===== src/rtl/pipeline_hazard_ctrl.sv =====
// Stall/flush controller for the 5-stage RV32I pipeline: RAW scoreboard, redirect kill, memory freeze, perf counters.
// Define FORWARDING_EN to add forwarding-select outputs and restrict stalls to load-use hazards.
module pipeline_hazard_ctrl #(
    parameter int REG_ADDR_W = 5,
    parameter int CNT_W      = 32
) (
    input  logic                  i_clk,
    input  logic                  i_rst,
    input  logic                  i_id_valid,
    input  logic [REG_ADDR_W-1:0] i_id_rs1,
    input  logic [REG_ADDR_W-1:0] i_id_rs2,
    input  logic                  i_id_uses_rs1,
    input  logic                  i_id_uses_rs2,
    input  logic [REG_ADDR_W-1:0] i_id_rd,
    input  logic                  i_id_is_reg_write,
    input  logic                  i_id_is_load,
    input  logic                  i_ex_redirect,
    input  logic                  i_mem_busy,
    output logic                  o_stall_if,
    output logic                  o_stall_id,
    output logic                  o_stall_ex,
    output logic                  o_bubble_ex,
    output logic                  o_flush_if_id,
`ifdef FORWARDING_EN
    output logic [1:0]            o_fwd_rs1_sel,
    output logic [1:0]            o_fwd_rs2_sel,
`endif
    output logic [CNT_W-1:0]      o_stall_count,
    output logic [CNT_W-1:0]      o_flush_count
);

    typedef struct packed {
        logic                  v;
        logic [REG_ADDR_W-1:0] rd;
        logic                  ld;
    } sb_entry_t;

    sb_entry_t sb_ex, sb_mem, sb_wb;

    logic m1_ex, m1_mem, m1_wb;
    logic m2_ex, m2_mem, m2_wb;
    logic raw_src, raw;
    logic memfreeze, redirect, hazard;

    function automatic logic hit(input sb_entry_t e, input logic [REG_ADDR_W-1:0] rs);
        return e.v && (e.rd != '0) && (e.rd == rs);
    endfunction

    always_comb begin
        m1_ex  = i_id_uses_rs1 && hit(sb_ex,  i_id_rs1);
        m1_mem = i_id_uses_rs1 && hit(sb_mem, i_id_rs1);
        m1_wb  = i_id_uses_rs1 && hit(sb_wb,  i_id_rs1);
        m2_ex  = i_id_uses_rs2 && hit(sb_ex,  i_id_rs2);
        m2_mem = i_id_uses_rs2 && hit(sb_mem, i_id_rs2);
        m2_wb  = i_id_uses_rs2 && hit(sb_wb,  i_id_rs2);
    end

`ifdef FORWARDING_EN
    // Load data only becomes available at WB, so only EX/MEM load matches stall.
    assign raw_src = ((m1_ex || m2_ex) && sb_ex.ld) || ((m1_mem || m2_mem) && sb_mem.ld);

    always_comb begin
        o_fwd_rs1_sel = 2'd0;
        if (m1_ex)       o_fwd_rs1_sel = 2'd1;
        else if (m1_mem) o_fwd_rs1_sel = 2'd2;
        else if (m1_wb)  o_fwd_rs1_sel = 2'd3;
        o_fwd_rs2_sel = 2'd0;
        if (m2_ex)       o_fwd_rs2_sel = 2'd1;
        else if (m2_mem) o_fwd_rs2_sel = 2'd2;
        else if (m2_wb)  o_fwd_rs2_sel = 2'd3;
    end

    logic unused_ld;
    assign unused_ld = sb_wb.ld;
`else
    assign raw_src = m1_ex || m1_mem || m1_wb || m2_ex || m2_mem || m2_wb;

    logic unused_ld;
    assign unused_ld = ^{sb_ex.ld, sb_mem.ld, sb_wb.ld};
`endif

    assign raw       = i_id_valid && raw_src;
    assign memfreeze = i_mem_busy;
    assign redirect  = i_ex_redirect && !i_mem_busy;
    assign hazard    = raw && !i_mem_busy && !i_ex_redirect;

    assign o_stall_if    = memfreeze || hazard;
    assign o_stall_id    = memfreeze || hazard;
    assign o_stall_ex    = memfreeze;
    assign o_bubble_ex   = redirect || hazard;
    assign o_flush_if_id = redirect;

    always_ff @(posedge i_clk) begin
        if (i_rst) begin
            sb_ex         <= '0;
            sb_mem        <= '0;
            sb_wb         <= '0;
            o_stall_count <= '0;
            o_flush_count <= '0;
        end else begin
            // A busy memory freezes EX/MEM/WB, so the scoreboard must not advance.
            if (!i_mem_busy) begin
                sb_wb  <= sb_mem;
                sb_mem <= sb_ex;
                if (redirect || hazard)
                    sb_ex <= '0;
                else
                    sb_ex <= '{v: i_id_valid && i_id_is_reg_write, rd: i_id_rd, ld: i_id_is_load};
            end
            if (o_stall_if || o_stall_id || o_stall_ex)
                o_stall_count <= o_stall_count + 1'b1;
            if (redirect)
                o_flush_count <= o_flush_count + 1'b1;
        end
    end

endmodule

===== config.mk =====
export PLATFORM = sky130hd
export DESIGN_NAME = pipeline_hazard_ctrl
export DESIGN_NICKNAME = d
export VERILOG_FILES = /design/src/rtl/pipeline_hazard_ctrl.sv
export SDC_FILE = /design/constraint.sdc
export NUM_CORES = 1
export LEC_CHECK = 0
export ABC_AREA = 0
export BUFFER_PORTS_ARGS = -buffer_cell sky130_fd_sc_hd__buf_2
export CORE_UTILIZATION = 54
export DETAILED_ROUTE_END_ITERATION = 7
export PLACE_DENSITY = 0.8
export SLEW_MARGIN = 40
export SYNTH_ARGS = -nofsm -noshare
export SYNTH_HDL_FRONTEND = slang
export SYNTH_SLANG_ARGS = --single-unit
export TNS_END_PERCENT = 5

===== constraint.sdc =====
create_clock -name i_clk -period 3.7 [get_ports i_clk]
set_input_delay 0.74 -clock i_clk [delete_from_list [all_inputs] [get_ports i_clk]]
set_output_delay 0.74 -clock i_clk [all_outputs]
set_load 0.02 [all_outputs]

# After elaboration in Yosys (flattened, before gate mapping)
# Cells that the tools add are included.
# Widths: inputs -> output; s select.
[word_totals] elab_cells=50 input_bits=24 out_inout_bits=69 register_bits=82
[classes] eq_ne=6 reduce_logical=33 n_mux=1 n_addsub=2
[ops] operator="$add 32x1->32 const B" count=2
[ops] operator="$eq 5x5->1" count=6
[ops] operator="$logic_and 1x1->1" count=20
[ops] operator="$reduce_bool 5->1" count=3
[ops] operator="$logic_or 1x1->1" count=8
[ops] operator="$mux 7" count=1
[ops] operator="$logic_not 1->1" count=2

# Depth between registers and ports, before layout
[logic_depth] depth_word=14 mapped_depth=10 mapped_depth_nobuf=7

# Worst setup path after synthesis
# OpenSTA, ideal clock, no wires.
[synth_path] kind="input to output" start="input i_id_rs2[4]" end="output o_stall_if" required_time_ns=2.960 t_arrival_ns=2.436 path_stages=8 setup_slack_ns=0.524 n_path_buf=2 cell_sequence="xnor2_1 nand3_1 or4_4 a311oi_2 nor3_1 buf_2 inv_1 buf_4"
[synth_via] elab_chain_cells=10 elab_cells_between_ends=16 cone_classes="eq/ne: 3; reduce/logical: 13"
[synth_lines] element="start: declaration" line="11" source="input logic [REG_ADDR_W-1:0] i_id_rs2,"
[synth_lines] element="$eq 5x5->1" line="46" source="return e.v && (e.rd != '0) && (e.rd == rs);"
[synth_lines] element="$logic_and 1x1->1" line="46"
[synth_lines] element="$logic_and 1x1->1" line="53" source="m2_ex = i_id_uses_rs2 && hit(sb_ex, i_id_rs2);"
[synth_lines] element="$logic_or 1x1->1 (2 in series)" line="76" source="assign raw_src = m1_ex || m1_mem || m1_wb || m2_ex || m2_mem || m2_wb;"
[synth_lines] element="$logic_or 1x1->1 *" line="76"
[synth_lines] element="$logic_and 1x1->1 *" line="82" source="assign raw = i_id_valid && raw_src;"
[synth_lines] element="$logic_and 1x1->1 * (2 in series)" line="85" source="assign hazard = raw && !i_mem_busy && !i_ex_redirect;"
[synth_lines] element="$logic_or 1x1->1 *"
[synth_lines] element="end: declaration" line="19" source="output logic o_stall_if,"
# Every way passes the cells marked *; elsewhere a longest branch is shown, timed or not.

# Worst setup path after layout
[layout_path] start="input i_id_rs1[4]" end="output o_stall_id"
[layout_via] elab_chain_cells=12 elab_cells_between_ends=18 cone_classes="eq/ne: 3; reduce/logical: 15"
[layout_lines] element="start: declaration" line="10" source="input logic [REG_ADDR_W-1:0] i_id_rs1,"
[layout_lines] element="$eq 5x5->1" line="46"
[layout_lines] element="$logic_and 1x1->1" line="46"
[layout_lines] element="$logic_and 1x1->1, on equally long branches" line="50, 51"
[layout_lines] element="$logic_or 1x1->1" line="76"
[layout_lines] element="$logic_or 1x1->1 * (4 in series)" line="76"
[layout_lines] element="$logic_and 1x1->1 *" line="82"
[layout_lines] element="$logic_and 1x1->1 * (2 in series)" line="85"
[layout_lines] element="$logic_or 1x1->1 *" line="88" source="assign o_stall_id = memfreeze || hazard;"
[layout_lines] element="end: declaration" line="20" source="output logic o_stall_id,"
# Marked as above.

==> metrics.yaml <==
outcome: "complete, no violations"
dp_hpwl_um: 6697
top_layer: "met4"
endpoint_kind: "output pin"
area_growth_pct: 19.12
grt_pass1_wl_um: 14870
synth.distinct_cells: 36
postSynthCellCount: 484
numPortBuffers: 91
tns_ns: 0
final_antenna_net_count: 0
rsz0062_at_grt: "false"
start_util_pct: 56.01
viasPerCell: 5.620
syn_nets: 510
clk_latency_ns: 0.34
design_area_um2: 4865
synth_area_leaders: "dfxtp_1 (40%), xnor2_1 (6.0%), xor2_1 (5.4%), a21oi_1 (4.8%), or4_1 (4.6%)"
hold_violations: 0
ir_drop_mv: 0.2524
critical_path.max_fanout: 3
clk_path_buf_depth: 2
drt_iter0_drc: 145
dieArea_um2: 7915
required_ns: 2.96
antenna_found_initial: 0
numClockSinks: 82
wl_met1_um: 4188
cts_resized: 0
ioPinCount: 93
core-area_um2: 7292
timing.hold.ws_ns: 0.4920
grt_pass1_vias: 3293
synth_area_um2: 4084
critical_path_class: "in -> out"
power_density_nw_per_um2: 361.8
report.final.slew_viol_count: 0
fp.dieH_um: 88.97
ys_seq_area_share_pct: 40.20
start_kind: "input pin"
grt_use_total_pct: 23.98
setup_viol: 0
maxCapViolations: 0
wirelength_um: 9213
wl_met3_um: 539
ys_warn_count: 0
clk_pin_slew_worst_paths_ns: 0.08
wl_per_cell_um: 13.73
diodes: 0
cts_tree: "built"
clock-skew-final_ns: 0.01142
hold_class: "reg -> reg"
placed_area_um2: 4626
overflow: 0
worstPathArrival_ns: 2.49
cts_setup_buffers: 0
avgSynthCellArea_um2: 8.438
synth_top_area_cell: "dfxtp_1"
dr.pass1.iters: 5
timing.final.crit_share_pct: 87.27
drc: 0
gp_congestion: 0.9070
power.leakage_nw: 1.915
cts_buffers: 9
synth-seq-cells: 82
ctsHoldBuffers: 0
die_w_um: 88.97
fin_nets: 593
grt_max_degree: 50
drive_above_1_share_pct: 22.38
synth.top_cell.area_share_pct: 40.20
fmax_ghz: 0.3097
core.rowCount: 31
vias: 3771
htree_levels: 3
worstMarginPinSlew_ns: 0.6107
relSlewSlack_pct: 59.28
wl_met2_um: 4454
fin_crit_ns: 3.229
cts-root-buf: "clkbuf_8"
[synth_stat cells]
cell	instances
inv_1	15
nor4_1	3
buf_2	5
a31oi_1	2
xor2_1	25
or4_4	2
nand4_1	14
nor2b_1	4
o21ai_1	2
mux2_2	2
nor2_1	47
o31a_1	3
mux2i_1	14
a311oi_2	2
clkbuf_1	18
xnor2_1	28
and3_1	11
nor3_1	5
dfxtp_1	82
or2_2	1
a21oi_1	39
or3_1	17
or3b_2	5
nand3_1	27
o211ai_1	2
ha_1	2
and2_1	3
nand2_1	34
buf_4	2
and4_1	6
o31ai_1	17
or4_1	25
o21ai_0	16
o311ai_1	1
buf_1	1
o21a_1	2
[report_power, final]
| group | total [W] | internal [W] | leakage, nW | switching (W) |
|---|---|---|---|---|
| Clock | 0.000742 | 0.000421 | 0.116 | 0.000321 |
| Combinational | 0.000112 | 0.0000478 | 1.14 | 0.0000642 |
| Sequential | 0.000906 | 0.000891 | 0.662 | 0.0000152 |
| Total | 0.00176 | 0.00136 | 1.92 | 0.000401 |
[metal layers]
layer,vias up,GRT usage [%]
met5,-,0
met4,0,4.618
met3,4,6.371
met2,98,41.47
met1,1771,30.44
li1,1898,-
[worst max-delay path, cell delays in order]
cell and delay, ns:
buf_2 0.13, xnor2_1 0.15, nand3_1 0.10, or4_1 0.55, a311oi_2 0.45, nor3_1 0.12, inv_1 0.08, buf_2 0.16
[through the flow]
stage	power, W	utilization (%)	instances	setup slack [ns]
finish	0.001760	66.71	671	0.4712
floorplan	0.0009987	-	484	0.5240
global placement	0.001034	63.32	655	0.5735
detailed placement	0.001039	63.44	655	0.4529
CTS	0.001775	66.68	671	0.4520
global route	0.001825	66.71	671	0.3172
[area by class of cell]
class | count | area, µm²
clock buffer | 11 | 151.4
clock inverter | 5 | 85.08
fill | 644 | 2427
inverter | 15 | 56.30
multi-input combinational | 361 | 2296
sequential | 82 | 1642
tap | 99 | 123.9
timing repair buffer | 98 | 510.5
[cell families after synthesis]
kind of cell | count (synthesis) | share of synthesized area [%]
XOR/XNOR | 53 | 11.37
adder cells (fa/ha/maj) | 2 | 0.6126
buffers and inverters | 41 | 4.105
AO/OA/AOI/OAI | 86 | 12.75
flip-flops | 82 | 40.20
multiplexers | 16 | 3.983
AND/OR/NAND/NOR | 204 | 26.99
[flip-flops by register name, summed over array words and instances (netlist names)]
name / cells
o_flush_count: 32
o_stall_count: 32
sb_ex: 6
sb_mem: 6
sb_wb: 6
[final timing paths]
check               from                 to  slack (ns)  cells past startpoint
max          i_id_rs1[4]         o_stall_id        0.47                      8
min             sb_ex[6]           sb_ex[6]        0.49                      2
max reg2reg     sb_ex[3]  o_stall_count[22]        0.89                      8
min reg2reg     sb_ex[6]           sb_ex[6]        0.49                      2
[layout by cell type, fill, tap and decap left out, types with 5 or more instances in the layout]
cell type,count
nand3_1,27
or4_1,25
or3_1,17
and3_1,11
o21ai_0,16
nor2_1,47
xor2_1,25
inv_1,15
o31ai_1,16
and4_1,6
xnor2_1,28
clkbuf_8,11
mux2i_1,14
or3b_2,5
nand2_1,34
nand4_1,14
dfxtp_1,82
buf_4,8
buf_2,90
a21oi_1,39
nor3_1,5
No activity file was read; power rests on OpenSTA's default activity.
